--- config.mk ---
export PLATFORM = sky130hd
export DESIGN_NAME = ex_co_arbiter_flat
export DESIGN_NICKNAME = d
export VERILOG_FILES = /design/src/rtl/ex_co_arbiter_pkg.sv /design/src/rtl/ex_co_arbiter_if.sv /design/src/rtl/ex_co_arbiter_rr.sv /design/src/rtl/ex_co_arbiter.sv /design/src/flat_wrapper.sv
export SDC_FILE = /design/constraint.sdc
export NUM_CORES = 1
export LEC_CHECK = 0
export ABC_AREA = 1
export ABC_CLOCK_PERIOD_IN_PS = 4350
export CORE_UTILIZATION = 30
export DETAILED_ROUTE_END_ITERATION = 8
export PLACE_DENSITY = 0.54
export SYNTH_ARGS = -nofsm -noshare
export SYNTH_HDL_FRONTEND = slang
export SYNTH_SLANG_ARGS = --single-unit
--- constraint.sdc ---
create_clock -name clock -period 4.35 [get_ports clock]
set_input_delay 0.87 -clock clock [delete_from_list [all_inputs] [get_ports clock]]
set_output_delay 0.87 -clock clock [all_outputs]
set_load 0.005 [all_outputs]
--- src/rtl/ex_co_arbiter_pkg.sv ---
// Shared types for the EX->CO result path: function-unit classes, the EX_CO packet and source sizing.
// Optional feature macro used by the arbiter: EX_CO_ARB_BRANCH_PRIORITY_EN.
package ex_co_arbiter_pkg;

  localparam int NUM_FU_ALU    = 3;
  localparam int NUM_FU_MULT   = 2;
  localparam int NUM_FU_LOAD   = 1;
  localparam int NUM_FU_STORE  = 1;
  localparam int NUM_FU_BRANCH = 1;

  localparam int NUM_SRC     = NUM_FU_ALU + NUM_FU_MULT + NUM_FU_LOAD + NUM_FU_STORE + NUM_FU_BRANCH;
  localparam int SRC_IDX_SZ  = $clog2(NUM_SRC);
  localparam int ROB_IDX_SZ  = 5;
  localparam int PREG_IDX_SZ = 6;

  typedef enum logic [2:0] {
    FUNC_ALU    = 3'd0,
    FUNC_MULT   = 3'd1,
    FUNC_LOAD   = 3'd2,
    FUNC_STORE  = 3'd3,
    FUNC_BRANCH = 3'd4
  } FUNC_TYPE;

  typedef struct packed {
    logic                   valid;
    logic [ROB_IDX_SZ-1:0]  rob_index;
    logic [PREG_IDX_SZ-1:0] dest_preg;
    logic [31:0]            result;
    FUNC_TYPE               function_type;
    logic                   take_branch;
  } EX_CO_PACKET;

  function automatic logic isBranch(input EX_CO_PACKET pkt);
    return pkt.function_type == FUNC_BRANCH;
  endfunction

endpackage

--- src/rtl/ex_co_arbiter_if.sv ---
// Bundle between the functional units, the arbiter and the complete stage.
// The arbiter uses the master modport; FUs and the complete stage use slave.
interface ex_co_arbiter_if;
  import ex_co_arbiter_pkg::*;

  logic        [NUM_SRC-1:0]    src_valid;
  EX_CO_PACKET [NUM_SRC-1:0]    src_packet;
  logic        [NUM_SRC-1:0]    src_ready;
  EX_CO_PACKET                  ex_co_reg;
  logic        [SRC_IDX_SZ-1:0] grant_idx;

  modport master (
    input  src_valid,
    input  src_packet,
    output src_ready,
    output ex_co_reg,
    output grant_idx
  );

  modport slave (
    output src_valid,
    output src_packet,
    input  src_ready,
    input  ex_co_reg,
    input  grant_idx
  );

endinterface

--- src/rtl/ex_co_arbiter_rr.sv ---
// Combinational round-robin arbiter: searches req starting at ptr and wrapping, one-hot grant.
// Shared with the reservation-station issue logic.
module rr_arbiter #(
  parameter  int N  = 8,
  localparam int IW = (N > 1) ? $clog2(N) : 1
) (
  input  logic [N-1:0]  req,
  input  logic [IW-1:0] ptr,
  output logic [N-1:0]  gnt,
  output logic [IW-1:0] idx,
  output logic          any
);

  logic [IW-1:0] pos;

  always_comb begin
    gnt = '0;
    idx = '0;
    any = 1'b0;
    pos = '0;
    for (int k = 0; k < N; k++) begin
      pos = IW'((int'(ptr) + k) % N);
      if (!any && req[pos]) begin
        any      = 1'b1;
        gnt[pos] = 1'b1;
        idx      = pos;
      end
    end
  end

endmodule

--- src/rtl/ex_co_arbiter.sv ---
// EX->CO producer: one holding slot per FU, round-robin pick into the registered ex_co_reg.
// Define EX_CO_ARB_BRANCH_PRIORITY_EN to let BRANCH results bypass round-robin.
module ex_co_arbiter
  import ex_co_arbiter_pkg::*;
(
  input  logic            clock,
  input  logic            reset,
  input  logic            squash,
  ex_co_arbiter_if.master bus
);

  logic        [NUM_SRC-1:0]    slotValid_q, slotValid_d;
  EX_CO_PACKET [NUM_SRC-1:0]    slot_q, slot_d;
  EX_CO_PACKET                  exCoReg_q, exCoReg_d;
  logic        [SRC_IDX_SZ-1:0] grantIdx_q, grantIdx_d;
  logic        [SRC_IDX_SZ-1:0] rrPtr_q, rrPtr_d;

  logic        [NUM_SRC-1:0]    rrGnt, gnt, srcReady, accept;
  logic        [SRC_IDX_SZ-1:0] rrIdx, gntIdx;
  logic                         rrAny, anyGnt;

  rr_arbiter #(.N(NUM_SRC)) u_rr (
    .req (slotValid_q),
    .ptr (rrPtr_q),
    .gnt (rrGnt),
    .idx (rrIdx),
    .any (rrAny)
  );

`ifdef EX_CO_ARB_BRANCH_PRIORITY_EN
  logic branchFound;

  // Lowest-index valid BRANCH slot overrides the round-robin choice.
  always_comb begin
    gnt         = rrGnt;
    gntIdx      = rrIdx;
    anyGnt      = rrAny;
    branchFound = 1'b0;
    for (int i = 0; i < NUM_SRC; i++) begin
      if (!branchFound && slotValid_q[i] && isBranch(slot_q[i])) begin
        branchFound = 1'b1;
        gnt         = '0;
        gnt[i]      = 1'b1;
        gntIdx      = SRC_IDX_SZ'(i);
        anyGnt      = 1'b1;
      end
    end
  end
`else
  assign gnt    = rrGnt;
  assign gntIdx = rrIdx;
  assign anyGnt = rrAny;
`endif

  // A slot being granted this cycle can take a new result at the same edge.
  assign srcReady = {NUM_SRC{reset & ~squash}} & (~slotValid_q | gnt);
  assign accept   = bus.src_valid & srcReady;

  always_comb begin
    slotValid_d = slotValid_q;
    slot_d      = slot_q;
    exCoReg_d   = exCoReg_q;
    grantIdx_d  = grantIdx_q;
    rrPtr_d     = rrPtr_q;
    if (squash) begin
      slotValid_d     = '0;
      exCoReg_d.valid = 1'b0;
    end else begin
      if (anyGnt) begin
        exCoReg_d       = slot_q[gntIdx];
        exCoReg_d.valid = 1'b1;
        grantIdx_d      = gntIdx;
        rrPtr_d         = (gntIdx == SRC_IDX_SZ'(NUM_SRC - 1)) ? '0 : gntIdx + SRC_IDX_SZ'(1);
        slotValid_d     = slotValid_q & ~gnt;
      end else begin
        exCoReg_d.valid = 1'b0;
      end
      for (int i = 0; i < NUM_SRC; i++) begin
        if (accept[i]) begin
          slot_d[i]      = bus.src_packet[i];
          slotValid_d[i] = 1'b1;
        end
      end
    end
  end

  always_ff @(posedge clock) begin
    if (!reset) begin
      slotValid_q <= '0;
      slot_q      <= '0;
      exCoReg_q   <= '0;
      grantIdx_q  <= '0;
      rrPtr_q     <= '0;
    end else begin
      slotValid_q <= slotValid_d;
      slot_q      <= slot_d;
      exCoReg_q   <= exCoReg_d;
      grantIdx_q  <= grantIdx_d;
      rrPtr_q     <= rrPtr_d;
    end
  end

  assign bus.src_ready = srcReady;
  assign bus.ex_co_reg = exCoReg_q;
  assign bus.grant_idx = grantIdx_q;

endmodule

--- src/flat_wrapper.sv ---
// flat-port wrapper written by rule: the top's interface ports become plain ports
module ex_co_arbiter_flat import ex_co_arbiter_pkg::*;
  (clock, reset, squash, bus_src_valid, bus_src_packet, bus_src_ready, bus_ex_co_reg, bus_grant_idx);
  ex_co_arbiter_if bus_i ();
  input  logic clock;
  input  logic reset;
  input  logic squash;
  input wire logic [$bits(bus_i.src_valid)-1:0] bus_src_valid;
  input wire logic [$bits(bus_i.src_packet)-1:0] bus_src_packet;
  output wire logic [$bits(bus_i.src_ready)-1:0] bus_src_ready;
  output wire logic [$bits(bus_i.ex_co_reg)-1:0] bus_ex_co_reg;
  output wire logic [$bits(bus_i.grant_idx)-1:0] bus_grant_idx;
  assign bus_i.src_valid = bus_src_valid;
  assign bus_i.src_packet = bus_src_packet;
  assign bus_src_ready = bus_i.src_ready;
  assign bus_ex_co_reg = bus_i.ex_co_reg;
  assign bus_grant_idx = bus_i.grant_idx;
  ex_co_arbiter u_core (.clock(clock), .reset(reset), .squash(squash), .bus(bus_i));
endmodule
**After elaboration in Yosys (flattened, before gate mapping)**

Cells that the tools add are included.

- Flip-flop bits (word level): 446
- Output and inout port bits: 59
- Bits of input ports: 395

- Add/subtract/negate cells: 8
- Order comparisons: 17
- Bitwise gates (word level): 16
- Eq/ne operators: 1
- Mux-type cells: 69
- Reduce and logical (&&, ||, !) cells: 40

Operators with widths:

| cell | number |
|---|---|
| 48-bit binary-select mux with 3-bit select | 1 |
| 8-bit two-way mux | 9 |
| 8-bit OR | 8 |
| 47-bit two-way mux | 1 |
| 3-bit by 4-bit less-than comparator with 1-bit output, second input constant | 9 |
| 1-bit two-way mux | 33 |
| 3-bit two-way mux | 9 |
| 8-bit bitwise AND | 3 |
| 1-bit binary-select mux with 3-bit select | 8 |
| 1-bit demux with 3-bit select | 8 |
| 3-bit by 1-bit greater-or-equal comparator with 1-bit output, second input constant | 8 |
| 2-bit AND reduction | 9 |
| 8-bit NOT | 2 |
| 2-bit nonzero test | 8 |
| 1-bit logical AND | 15 |
| 3-bit adder, second input constant | 4 |
| 1-bit logical NOT | 7 |
| 3-bit by 1-bit adder with 3-bit output, second input constant | 2 |
| 3-bit by 2-bit adder with 3-bit output, second input constant | 2 |
| 3-bit equality test, second input constant | 1 |
| 1-bit NOT | 2 |
| 2-bit OR reduction | 1 |
| 1-bit bitwise AND | 1 |

**Logic depth before layout (Yosys ltp)**

Gate-level depths: netlist of run 1.

- Depth after elaboration: 28
- Gate-level depth with buffers: 24

**Modules after synthesis**

A second synthesis of run 1 with hierarchy kept.

- Cell total of the unflattened synthesis: 3274
- Area total of the unflattened synthesis: 21354.2 um^2

Modules (own cells, without submodules):

| module | sequential area each (um^2) | cells each | instances | area each (um^2) |
|---|---|---|---|---|
| ex_co_arbiter | 8768.4 | 2971 | 1 | 19825.3 |
| rr_arbiter | 0.0 | 303 | 1 | 1529.0 |

**Worst setup path after synthesis of run 1**

Ideal clock, no wire load.

- Path kind: reg2out
- Start: register with a tool-made name
- End: output port bus_src_ready[3]
- Required time: 3.480 ns
- Path slack: 1.000 ns
- Path buffers: 2
- Stages on the path, launching flop included: 18
- Arrival time: 2.480 ns
- Path through: dfxtp_1 > inv_2 > buf_6 > clkbuf_1 > ha_1 > inv_1 > nand3_1 > nand3_1 > nand2_1 > nor2_2 > nand4_2 > nor2_4 > nand3_4 > clkinv_2 > nand2_1 > nand4_1 > nand2_1 > inv_1

RTL lines:

| item | line | RTL |
|---|---|---|
| to (decl) | flat_wrapper.sv:10 | `output wire logic [$bits(bus_i.src_ready)-1:0] bus_src_ready;` |

**Worst setup path in the final report of run 1**

- Start: register u_core.rrPtr_q[1]
- End: output port bus_src_ready[6]

- Word-level cells in the longest chain between the ends: 26
- Elaborated cells on any way between the ends: 101

RTL lines:

| item | line | RTL |
|---|---|---|
| from (decl) | ex_co_arbiter.sv:16 | `logic [SRC_IDX_SZ-1:0] rrPtr_q, rrPtr_d;` |
| from (signal assigned) | ex_co_arbiter.sv:99 | `rrPtr_q <= rrPtr_d;` |
| branches (longest 23 deep; another with 3-bit by 4-bit less-than comparator with 1-bit output) | n/a |  |
| 8-bit two-way mux (*) | ex_co_arbiter_rr.sv:23 | `if (!any && req[pos]) begin` |
| 8-bit OR (*) | ex_co_arbiter.sv:56 | `assign srcReady = {NUM_SRC{reset & ~squash}} & (~slotValid_q \| gnt);` |
| 8-bit bitwise AND (*) | ex_co_arbiter.sv:56 |  |

Every way passes the cells marked *. The select of a mux whose other input is x is not followed.

==> out/metrics.yaml, run 1 <==
sta:
  post-route-period-util: 0.969
  final_hold_viol_count: 0
  slew_headroom: 0.313
  slew_viol_final: 0
  rsz0062_at_grt: "true"
  period_needed_ps: 4210
  worst_slew_pin_slew_ps: 1030
  finalSetupViolCount: 0
  max_freq_mhz: 237
  fin_worst_skew_ps: 33.7
layout:
  utilization: 0.403
  final_common_cell: "nand2_1"
  final.fill_count: 8070
  register_area_um2: 8780
  multi_input_area_um2: 11100
  fin_nets: 4535
  final_cell_mix: "1,199 x nand2_1, 775 x nor2_1, 549 x nand3_1, 459 x inv_1, 441 x clkdlybuf4s50_1"
  largest_reg_flops: 376
  final_area_um2: 30100
  drive_gt1_frac: 0.0530
  syn_to_final_growth_pct: 32.8
  final_cells: 5141
routing:
  drt-pass1-iter-count: 6
  wl_met2_mm: 39.4
  drc: 0
  drt-total-wl_mm: 86.0
  route.vias.total: 23354
  vias_per_cell: 4.54
  wl_met3_mm: 4.05
  drt_iter0_drc: 1610
  top_layer_used: "met5"
  wl_met1_mm: 40.5
  wire_per_inst_um: 16.7
  antenna_left: 0
clock_network:
  cts.sinks: 438
  clk_latency_ps: 610
  cts_made_buffers: 52
  ctsHtreeMaxLevel: 2
  clk_pin_slew_ps: 50
  cts_root_buf: "clkbuf_16"
  cts_tree: "done"
  cts_max_path_buffers: 3
pwr:
  pwr_density_cell_nw_per_um2: 767
  p_int_w: 0.0115
  p_switching_w: 0.0116
  p_seq_frac: 0.205
  leakage_nw: 14.9
  pwr-share-comb: 0.602
  switching_share: 0.502
  ir_drop_v: 0.00149
  pwr-share-clk: 0.193
global_route:
  overflow: 0
  grt_usage: 0.218
  antenna_found_initial: 9
  grt_max_degree: 188
  grt_pass1_vias: 21796
  grt_pass1_wl_mm: 131
synth:
  synth_fp_nets: 4194
  synth_seq_area_share: 0.387
  syn_inst: 3792
  ys_ff_latch: 438
  synth.distinct_cells: 32
  synth.avg_cell_area_um2: 5.98
  syn_area_um2: 22700
  ys_warn_count: 0
worst_setup_path:
  critPathLaunchType: "flop"
  cp_max_fo: 5
  crit_chain: "inv_2 > ha_4 > inv_4 > buf_4 > nand3_2 > nand2_1 > nand2_1 > nand2_2 > inv_2 > nor2_2 > nand4_1 > inv_2 > nand2_1 > nand4_1 > nand2_1 > inv_1 > clkdlybuf4s50_1"
  cp_slowest_cell: "clkdlybuf4s50_1"
  critPathRequiredTime_ps: 3480
  path_common_cell: "nand2_1"
  end_kind: "primary output"
  arrival_ps: 3340
  cp_slowest_stage_delay_ps: 490
  worstSetupPathType: "reg -> out"
die:
  rows: 100
  dieArea_um2: 76600
  coreArea_um2: 74600
  die_w_um: 277
  ioPinCount: 454
  start_util: 0.304
  die_h_um: 277
placement:
  dpl.hpwl_mm: 55.4
  dp.cells: 5032
  placement.io_buffers: 445
  placed_area_um2: 28100
  gp_congestion: 0.884
run:
  maxCapViolCount: 0
outcome:
  status: "finished, final reports clean"
hold_path:
  min_path_type: "reg -> reg"
[cells by family after synthesis]
kind of cell    after synthesis  share of synthesized area
compound gates               43                     0.0110
fa+ha+maj                     7                    0.00387
buf+inv                     714                      0.131
flops                       438                      0.387
simple gates               2590                      0.467
[through the flow]
step,total power (W),setup TNS [ps],hold WS (ps),setup slack [ps]
5_1_grt,0.0246,-190,522,-61.8
3_3_place_gp,0.0185,0,497,239
2_1_floorplan,0.0133,0,460,1000
6_report,0.0231,0,501,136
3_5_place_dp,0.0185,0,497,213
4_1_cts,0.0231,0,506,1.21
[path summary, 6_finish.rpt]
check	from	endpoint	slack (ps)	depth (start not counted)
worst min register to register	u_core.bus.grant_idx[2]$_SDFFE_PN0P_	u_core.bus.grant_idx[2]$_SDFFE_PN0P_	500	2
worst max register to register	u_core.rrPtr_q[1]$_SDFFE_PN0P_	u_core.bus.ex_co_reg[30]$_SDFFE_PN0P_	870	22
worst max-delay path	u_core.rrPtr_q[1]$_SDFFE_PN0P_	bus_src_ready[6]	140	17
worst min-delay path	u_core.bus.grant_idx[2]$_SDFFE_PN0P_	u_core.bus.grant_idx[2]$_SDFFE_PN0P_	500	2
[critical path: cells and delay by family (launching register included)]
family                     cells  cell delay, ps
adders and majority gates      1             270
buffers and inverters          7            1080
DFF                            1             360
and+or+nand+nor                9            1030
[power groups by stage]
stage          clock network (W)  logic (W)  registers, W
6_report                 0.00445     0.0139       0.00472
3_3_place_gp                   0     0.0137       0.00480
3_5_place_dp                   0     0.0137       0.00480
4_1_cts                  0.00457     0.0138       0.00472
5_1_grt                  0.00472     0.0152       0.00476
2_1_floorplan                  0    0.00851       0.00475
[routing by layer]
metal / track usage / up-vias
met1: 0.296 / 10525
li1: - / 12129
met2: 0.359 / 568
met3: 0.0311 / 124
met4: 0.0614 / 8
met5: 0 / -
[timing repair]
| action | in CTS | in global routing |
|---|---|---|
| buffers inserted | 6 | 9 |
| pin swaps | 3 | 13 |
| setup endpoints to repair | 8 | 8 |
| hold buffers | 0 | 0 |
| resized for setup | 18 | 31 |
| gates cloned | 1 | 0 |
| endpoints found under the hold margin | 0 | 0 |
[synthesized netlist by cell type, drive strengths merged]
cell type,instances,area [um2]
ha,7,87.6
nand3,566,2890
clkbuf,108,405
o211ai,8,60.1
a21boi,1,7.51
buf,130,768
clkinv,2,8.75
nand3b,1,7.51
a31oi,1,12.5
o21ai,16,80.1
nand4,14,100
nor3,16,80.1
or2,1,6.26
dfxtp,438,8770
a21oi,17,88.8
nand2,1210,4560
nor2,782,2950
inv,474,1780
[final cells by class]
type | count | share of cell area
Antenna cell | 4 | 0.000333
Multi-Input combinational cell | 2640 | 0.370
Timing Repair inverter | 1 | 0.000250
Inverter | 476 | 0.0601
Tap cell | 969 | 0.0403
Clock inverter | 12 | 0.00520
Sequential cell | 438 | 0.292
Timing Repair Buffer | 524 | 0.180
Clock buffer | 77 | 0.0514
No activity file was read; power rests on OpenSTA's default activity.
==> run 2, diff against run 1 <==
ABC_AREA = unset   (was 1)
PLACE_DENSITY = 0.56   (was 0.54)
==> run 2 against run 1 <==
Critical path depth fell by 5. The run now ends with setup timing left. Fmax fell by 5.3%. Highest routed layer is now met4. Die area fell by 14%. Cell area fell by 8.7%. Sequential power rose by 3%.
==> out/metrics.yaml, run 2 <==
synth:
  synth.avg_cell_area_um2: 8.20  # +37%
  syn_inst: 2376  # -37%
  synth-edff-count: 0  # unchanged
  yosysMostFrequentCell: "nand2_1"
  synth.distinct_cells: 65  # +100%
  synth_area_leader_cell: "dfxtp_1"
  syn_area_um2: 19500  # -14%
  ys_ff_latch: 438  # unchanged
  async_reset_ff_frac: 0  # unchanged
  synth_seq_area_share: 0.450  # +0.0629
  synthDominantCellAreaShare: 0.450  # +0.0629
  ys_warn_count: 0  # unchanged
  yosys-top-cells-area: "dfxtp_1 45%, nand2_1 13%, o21ai_0 11%"
  synthTopCellsByCount: "680 x nand2_1, 438 x dfxtp_1, 429 x o21ai_0"
  yosys_most_used_dff: "dfxtp_1"
  synth_fp_nets: 2778  # -34%
layout:
  utilization: 0.427  # +0.0233
  final.fill_count: 6321  # -22%
  final_cell_mix: "679 x nand2_1, 436 x clkdlybuf4s50_1, 436 x dfxtp_1, 428 x o21ai_0, 106 x nand3_1"
  drive_gt1_frac: 0.123  # +0.0704
  final_common_cell: "nand2_1"
  largest_reg_flops: 376  # unchanged
  syn_to_final_growth_pct: 40.9
  fin_nets: 3213  # -29%
pwr:
  leakage_nw: 10.1  # -32%
  ir_drop_v: 0.000417  # -72%
  p_seq_frac: 0.259  # +0.054
  pwr_density_cell_nw_per_um2: 684  # -11%
  p_switching_w: 0.00736  # -36%
  pwr-share-comb: 0.519  # -0.083
  pwr-share-clk: 0.223  # +0.030
  p_int_w: 0.0114  # -0.76%
  switching_share: 0.392  # -0.109
hold_path:
  min_to: "u_core.slot_q[127]$_SDFFE_PN0P_"
  hold_depth: 2  # unchanged
  hold_start: "u_core.slot_q[127]$_SDFFE_PN0P_"
  min_path_type: "reg -> reg"
outcome:
  status: "finished with violations"
  violations: "setup timing"
placement:
  post-place-ws_ps: -342  # -555 ps
  placement.io_buffers: 445  # unchanged
  gp_congestion: 0.872  # -1.4%
  dpl.hpwl_mm: 50.8  # -8.4%
global_route:
  grt_pass1_vias: 17973  # -18%
  grt_max_degree: 219  # +16%
  grt_pass1_wl_mm: 107  # -18%
  grt_usage: 0.208  # -0.0102
  antenna_found_initial: 5  # -4
  overflow: 0  # unchanged
routing:
  drc: 0  # unchanged
  drt-total-wl_mm: 71.1  # -17%
  route.vias.total: 18490  # -21%
  wire_per_inst_um: 19.2  # +15%
  drt_iter0_drc: 1396  # -13%
  antenna_left: 0  # unchanged
  vias_per_cell: 4.99  # +9.9%
  drt-pass1-iter-count: 7  # +1
sta:
  holdWs_ps: 454  # -46.4 ps
  period_needed_ps: 4450  # +237 ps
  setup_ws_ps: -101  # -237 ps
  slew_headroom: 0.238  # -0.0748
  final_hold_viol_count: 0  # unchanged
  setup-tns-final_ps: -430  # -430 ps
  finalSetupViolCount: 7  # +7
  worst_slew_pin_slew_ps: 1140  # +112 ps
  post-route-period-util: 1.02  # +0.0544
  fin_worst_skew_ps: 13.9  # -19.8 ps
  max_freq_mhz: 225  # -5.3%
  rsz0062_at_grt: "true"
  slew_viol_final: 0  # unchanged
clock_network:
  clk_pin_slew_ps: 60  # about the same
  clk_latency_ps: 580  # -30 ps
  ctsHtreeMaxLevel: 2  # unchanged
  cts_tree: "done"
  cts_made_buffers: 49  # -5.8%
  cts_max_path_buffers: 3  # unchanged
  cts_root_buf: "clkbuf_16"
  cts_hold_buf: 0  # unchanged
  cts.sinks: 438  # unchanged
worst_setup_path:
  cp_max_fo: 7  # +2
  arrival_ps: 3580  # +240 ps
  worstRegToRegCells: 16  # -27%
  worstSetupPathType: "reg -> out"
  end_kind: "primary output"
  critPathLaunchType: "flop"
  ff2ff_setup_slack_ps: 240  # -630 ps
  critPathRequiredTime_ps: 3480  # about the same
  reg2reg_to: "u_core.slot_q[168]$_SDFFE_PN0P_"
die:
  die_w_um: 257  # -7.2%
  rows: 93  # -7.0%
  start_util: 0.303  # -0.000959
  die_h_um: 257  # -7.2%
  dieArea_um2: 66000  # -14%
  coreArea_um2: 64300  # -14%
  ioPinCount: 454  # unchanged
run:
  maxCapViolCount: 0  # unchanged
## run 2: cell types whose count changed after synthesis, sizes merged, moves of 7 or more
cell   change
a21oi     +45
nor3      -12
buf       -35
o21ai    +415
a31oi     +51
inv      -368
nor2b      +9
mux4      +63
a221o     +48
mux2i     +62
nand3    -457
nor2     -751
nand2    -530
and2       +7
## run 2: kinds of logic (layout without fill, tap and decap cells)
kind of cell / count (synthesis) / in the layout / synth area share
simple gates: 858 / 858 / 0.179
buf+inv: 311 / 779 / 0.0691
mux: 131 / 131 / 0.109
compound gates: 627 / 627 / 0.187
fa+ha+maj: 7 / 7 / 0.00449
flops: 438 / 438 / 0.450
other cells: 0 / 6 / 0
xor+xnor: 4 / 4 / 0.00180
## run 2: final cells by class
type	instances	area [um2]	share of cell area
Clock inverter	15	189	0.00688
Tap cell	855	1070	0.0390
Antenna cell	6	15.0	0.000547
Sequential cell	438	8770	0.319
Multi-Input combinational cell	1627	9710	0.354
Inverter	107	407	0.0148
Clock buffer	69	1410	0.0514
Timing Repair Buffer	588	5880	0.214
## run 2: power by group through the flow
| stage | Sequential [W] | Combinational [W] | Clock [W] |
|---|---|---|---|
| floorplan | 0.00486 | 0.00526 | 0 |
| global placement | 0.00491 | 0.00916 | 0 |
| detailed placement | 0.00493 | 0.00919 | 0 |
| CTS | 0.00485 | 0.00975 | 0.00429 |
| global route | 0.00491 | 0.0104 | 0.00445 |
| finish | 0.00485 | 0.00974 | 0.00418 |
## run 2: critical path, cell delays in order, from the launching register on
cell and delay (ps):
dfxtp_2 340, inv_2 50, ha_4 290, mux2i_2 160
mux4_2 540, a32oi_4 360, buf_6 160, nor4_4 40
a221o_1 370, buf_6 140, a311oi_4 320, nor2_2 70
buf_2 150
## run 2: worst max path at each step
stage	startpoint	end	slack (ps)
finish	flop	bus_src_ready[4]	-100
global route	flop	bus_src_ready[4]	-250
CTS	flop	bus_src_ready[4]	-170
detailed placement	flop	u_core.bus.ex_co_reg[14]$_SDFFE_PN0P_	-340
global placement	u_core.rrPtr_q[1]$_SDFFE_PN0P_	u_core.bus.ex_co_reg[14]$_SDFFE_PN0P_	-280
floorplan	u_core.rrPtr_q[2]$_SDFFE_PN0P_	bus_src_ready[0]	90
## run 2: through the flow
step / area [um2] / cells / power, W
detailed placement: 25400 / 3589 / 0.0141
global route: 27500 / 3703 / 0.0198
floorplan: 19500 / 2376 / 0.0101
global placement: 25400 / 3589 / 0.0141
finish: 27500 / 3705 / 0.0188
CTS: 27400 / 3699 / 0.0189
## run 2: timing repair
item,CTS,global route
setup endpoints to repair,85,8
pin swaps,26,6
gates cloned,0,0
buffers inserted,26,1
resized for setup,83,9
## run 2: routing by layer
layer	vias to the layer above	global-route usage	part of all wire
met4	0	0.0574	0.021
met5	-	0	0
met2	654	0.315	0.44
li1	9022	-	-
met3	88	0.0355	0.066
met1	8726	0.302	0.48
==> run 3, diff against run 2 <==
CORE_MARGIN = 4   (was unset)
==> run 3 against run 2 <==
The run still ends with setup timing left. Flip-flop and latch count unchanged. Worst hold slack better by 2.4 ps. Utilization increased by 0.48 points. Die area grew 4.7%. Clock-buffer cell count up 2. Critical path type unchanged. Sequential power hardly changed. First-iteration DRC count decreased by 13%.
==> out/metrics.yaml, run 3 (synthesis gave the netlist of run 2 again) <==
clock_network:
  cts.sinks: 438  # unchanged
  cts_hold_buf: 0  # unchanged
  cts_made_buffers: 49  # unchanged
  clk_pin_slew_ps: 60  # about the same
  ctsHtreeMaxLevel: 2  # unchanged
  clk_latency_ps: 600  # +20 ps
  cts_root_buf: "clkbuf_16"
  cts_max_path_buffers: 3  # unchanged
  cts_tree: "done"
die:
  dieArea_um2: 69100  # +4.7%
  ioPinCount: 454  # unchanged
  rows: 93  # unchanged
  die_w_um: 263  # +2.3%
  die_h_um: 263  # +2.3%
  start_util: 0.303  # unchanged
  coreArea_um2: 64300  # unchanged
layout:
  utilization: 0.432  # +0.00482
  multi_input_area_um2: 9730  # +0.19%
  final_area_um2: 27800  # +1.1%
  largest_reg_flops: 376  # unchanged
  fin_nets: 3247  # +1.1%
  final_cell_mix: "680 x nand2_1, 436 x clkdlybuf4s50_1, 436 x dfxtp_1, 428 x o21ai_0, 129 x buf_4"
  syn_to_final_growth_pct: 42.5
  drive_gt1_frac: 0.132  # +0.00871
  final_common_cell: "nand2_1"
  final.fill_count: 6295  # -0.41%
  register_area_um2: 8770  # unchanged
global_route:
  grt_max_degree: 218  # -0.46%
  grt_pass1_wl_mm: 111  # +3.3%
  overflow: 0  # unchanged
  antenna_found_initial: 3  # -2
  grt_pass1_vias: 18407  # +2.4%
  grt_usage: 0.201  # -0.00680
worst_setup_path:
  r2r-start: "u_core.rrPtr_q[1]$_SDFFE_PN0P_"
  ff2ff_setup_slack_ps: 170  # -70 ps
  reg2reg_to: "u_core.bus.ex_co_reg[44]$_SDFFE_PN0P_"
  critPathLaunchType: "flop"
  path_common_cell: "buf_4"
  cp_slowest_cell: "or4b_4"
  critPathRequiredTime_ps: 3480  # about the same
  crit_chain: "inv_4 > ha_4 > buf_12 > mux2i_1 > mux4_2 > a32oi_4 > buf_4 > buf_6 > buf_4 > or4b_4 > a21oi_4 > o41ai_2 > nor2_1 > buf_2"
  worstSetupPathType: "reg -> out"
  cp_slowest_stage_delay_ps: 520  # -20 ps
  end_kind: "primary output"
  arrival_ps: 3670  # +90 ps
  cp_max_fo: 5  # -2
  worstRegToRegCells: 16  # unchanged
hold_path:
  min_to: "u_core.slot_q[163]$_SDFFE_PN0P_"
  min_path_type: "reg -> reg"
  hold_depth: 2  # unchanged
  hold_start: "u_core.slot_q[163]$_SDFFE_PN0P_"
routing:
  drt-pass1-iter-count: 6  # -1
  drt-total-wl_mm: 73.3  # +3.1%
  vias_per_cell: 4.92  # -1.3%
  antenna_left: 0  # unchanged
  wire_per_inst_um: 19.6  # +2.2%
  route.vias.total: 18391  # -0.54%
  drc: 0  # unchanged
  drt_iter0_drc: 1209  # -13%
sta:
  finalSetupViolCount: 8  # +1
  max_freq_mhz: 220  # -1.9%
  slew_headroom: 0.275  # +0.0369
  rsz0062_at_grt: "true"
  slew_viol_final: 0  # unchanged
  final_hold_viol_count: 0  # unchanged
  period_needed_ps: 4540  # +84.7 ps
  setup_ws_ps: -185  # -84.7 ps
  post-route-period-util: 1.04  # +0.0195
  fin_worst_skew_ps: 18.1  # +4.27 ps
  worst_slew_pin_slew_ps: 1090  # -55.3 ps
placement:
  dpl.hpwl_mm: 53.2  # +4.9%
  placement.io_buffers: 445  # unchanged
  gp_congestion: 0.884  # +1.4%
  placed_area_um2: 25700  # +1.3%
pwr:
  ir_drop_v: 0.000451  # +8.2%
  leakage_nw: 10.3  # +1.8%
  pwr_density_cell_nw_per_um2: 681  # -0.44%
outcome:
  violations: "setup timing"
  status: "finished with violations"
run:
  maxCapViolCount: 0  # unchanged
-- run 3: changes by cell type in the layout (fill, tap and decap cells not counted), sizes merged --
cell / delta
clkinv: -3
clkbuf: +2
bufinv: -3
buf: +36
inv: +2
diode: -2
clkdlybuf4s15: -2
-- run 3: power by group --
group / total (W) / leakage (nW) / switching, W / internal (W)
combinational: 0.0100 / 5.93 / 0.00541 / 0.00461
clock: 0.00401 / 0.745 / 0.00172 / 0.00229
sequential: 0.00487 / 3.59 / 0.000325 / 0.00455
total: 0.0189 / 10.3 / 0.00745 / 0.0114
-- run 3: timing repair --
| action | in CTS | in global routing |
|---|---|---|
| gates resized for setup | 89 | 10 |
| gates cloned | 1 | 0 |
| setup buffers | 26 | 5 |
| pin swaps | 28 | 12 |
| endpoints found under the setup margin | 8 | 8 |
-- run 3: worst max-delay path: cells and delay by family, from the launching register on --
family	cells	cell delay [ps]
buffers and inverters	6	720
and+or+nand+nor	2	680
muxes	2	560
AOI/OAI and AO/OA	3	440
DFF	1	350
adders and majority gates	1	310
-- run 3: cell type report --
| cell class | count | share of cell area |
|---|---|---|
| repair buffers | 622 | 0.226 |
| well taps | 855 | 0.0385 |
| multi-input cells | 1627 | 0.350 |
| inverters | 107 | 0.0147 |
| diodes | 4 | 0.000360 |
| clock inverters | 11 | 0.00419 |
| clock buffers | 71 | 0.0504 |
| flip-flops and latches | 438 | 0.316 |
-- run 3: worst max path at each step --
stage,from,end,slack [ps],cells after the start
2_1_floorplan,u_core.rrPtr_q[2]$_SDFFE_PN0P_,bus_src_ready[0],90,12
3_3_place_gp,u_core.rrPtr_q[1]$_SDFFE_PN0P_,bus_src_ready[6],-80,14
3_5_place_dp,u_core.rrPtr_q[1]$_SDFFE_PN0P_,bus_src_ready[6],-100,14
4_1_cts,u_core.rrPtr_q[1]$_SDFFE_PN0P_,bus_src_ready[4],-260,14
5_1_grt,u_core.rrPtr_q[1]$_SDFFE_PN0P_,bus_src_ready[4],-330,14
6_report,u_core.rrPtr_q[1]$_SDFFE_PN0P_,bus_src_ready[3],-190,14
-- run 3: per-stage QoR --
step | hold slack [ps] | total power, W | setup TNS, ps | setup WS, ps | instances
after global placement | 440 | 0.0143 | -171 | -83.7 | 3617
after floorplan | 431 | 0.0101 | 0 | 93.6 | 2376
after detailed placement | 449 | 0.0144 | -228 | -99.9 | 3617
final | 457 | 0.0189 | -1240 | -185 | 3735
after CTS | 458 | 0.0190 | -1120 | -261 | 3726
after global routing | 474 | 0.0199 | -2220 | -325 | 3733
-- run 3: layer usage --
layer,wire length (um),vias to the layer above,part of all wire,track usage
li1,-,9068,-,-
met1,35500,8696,0.48,0.293
met2,32200,537,0.44,0.313
met3,4080,90,0.056,0.0347
met4,1530,0,0.021,0.0462
met5,0,-,0,0
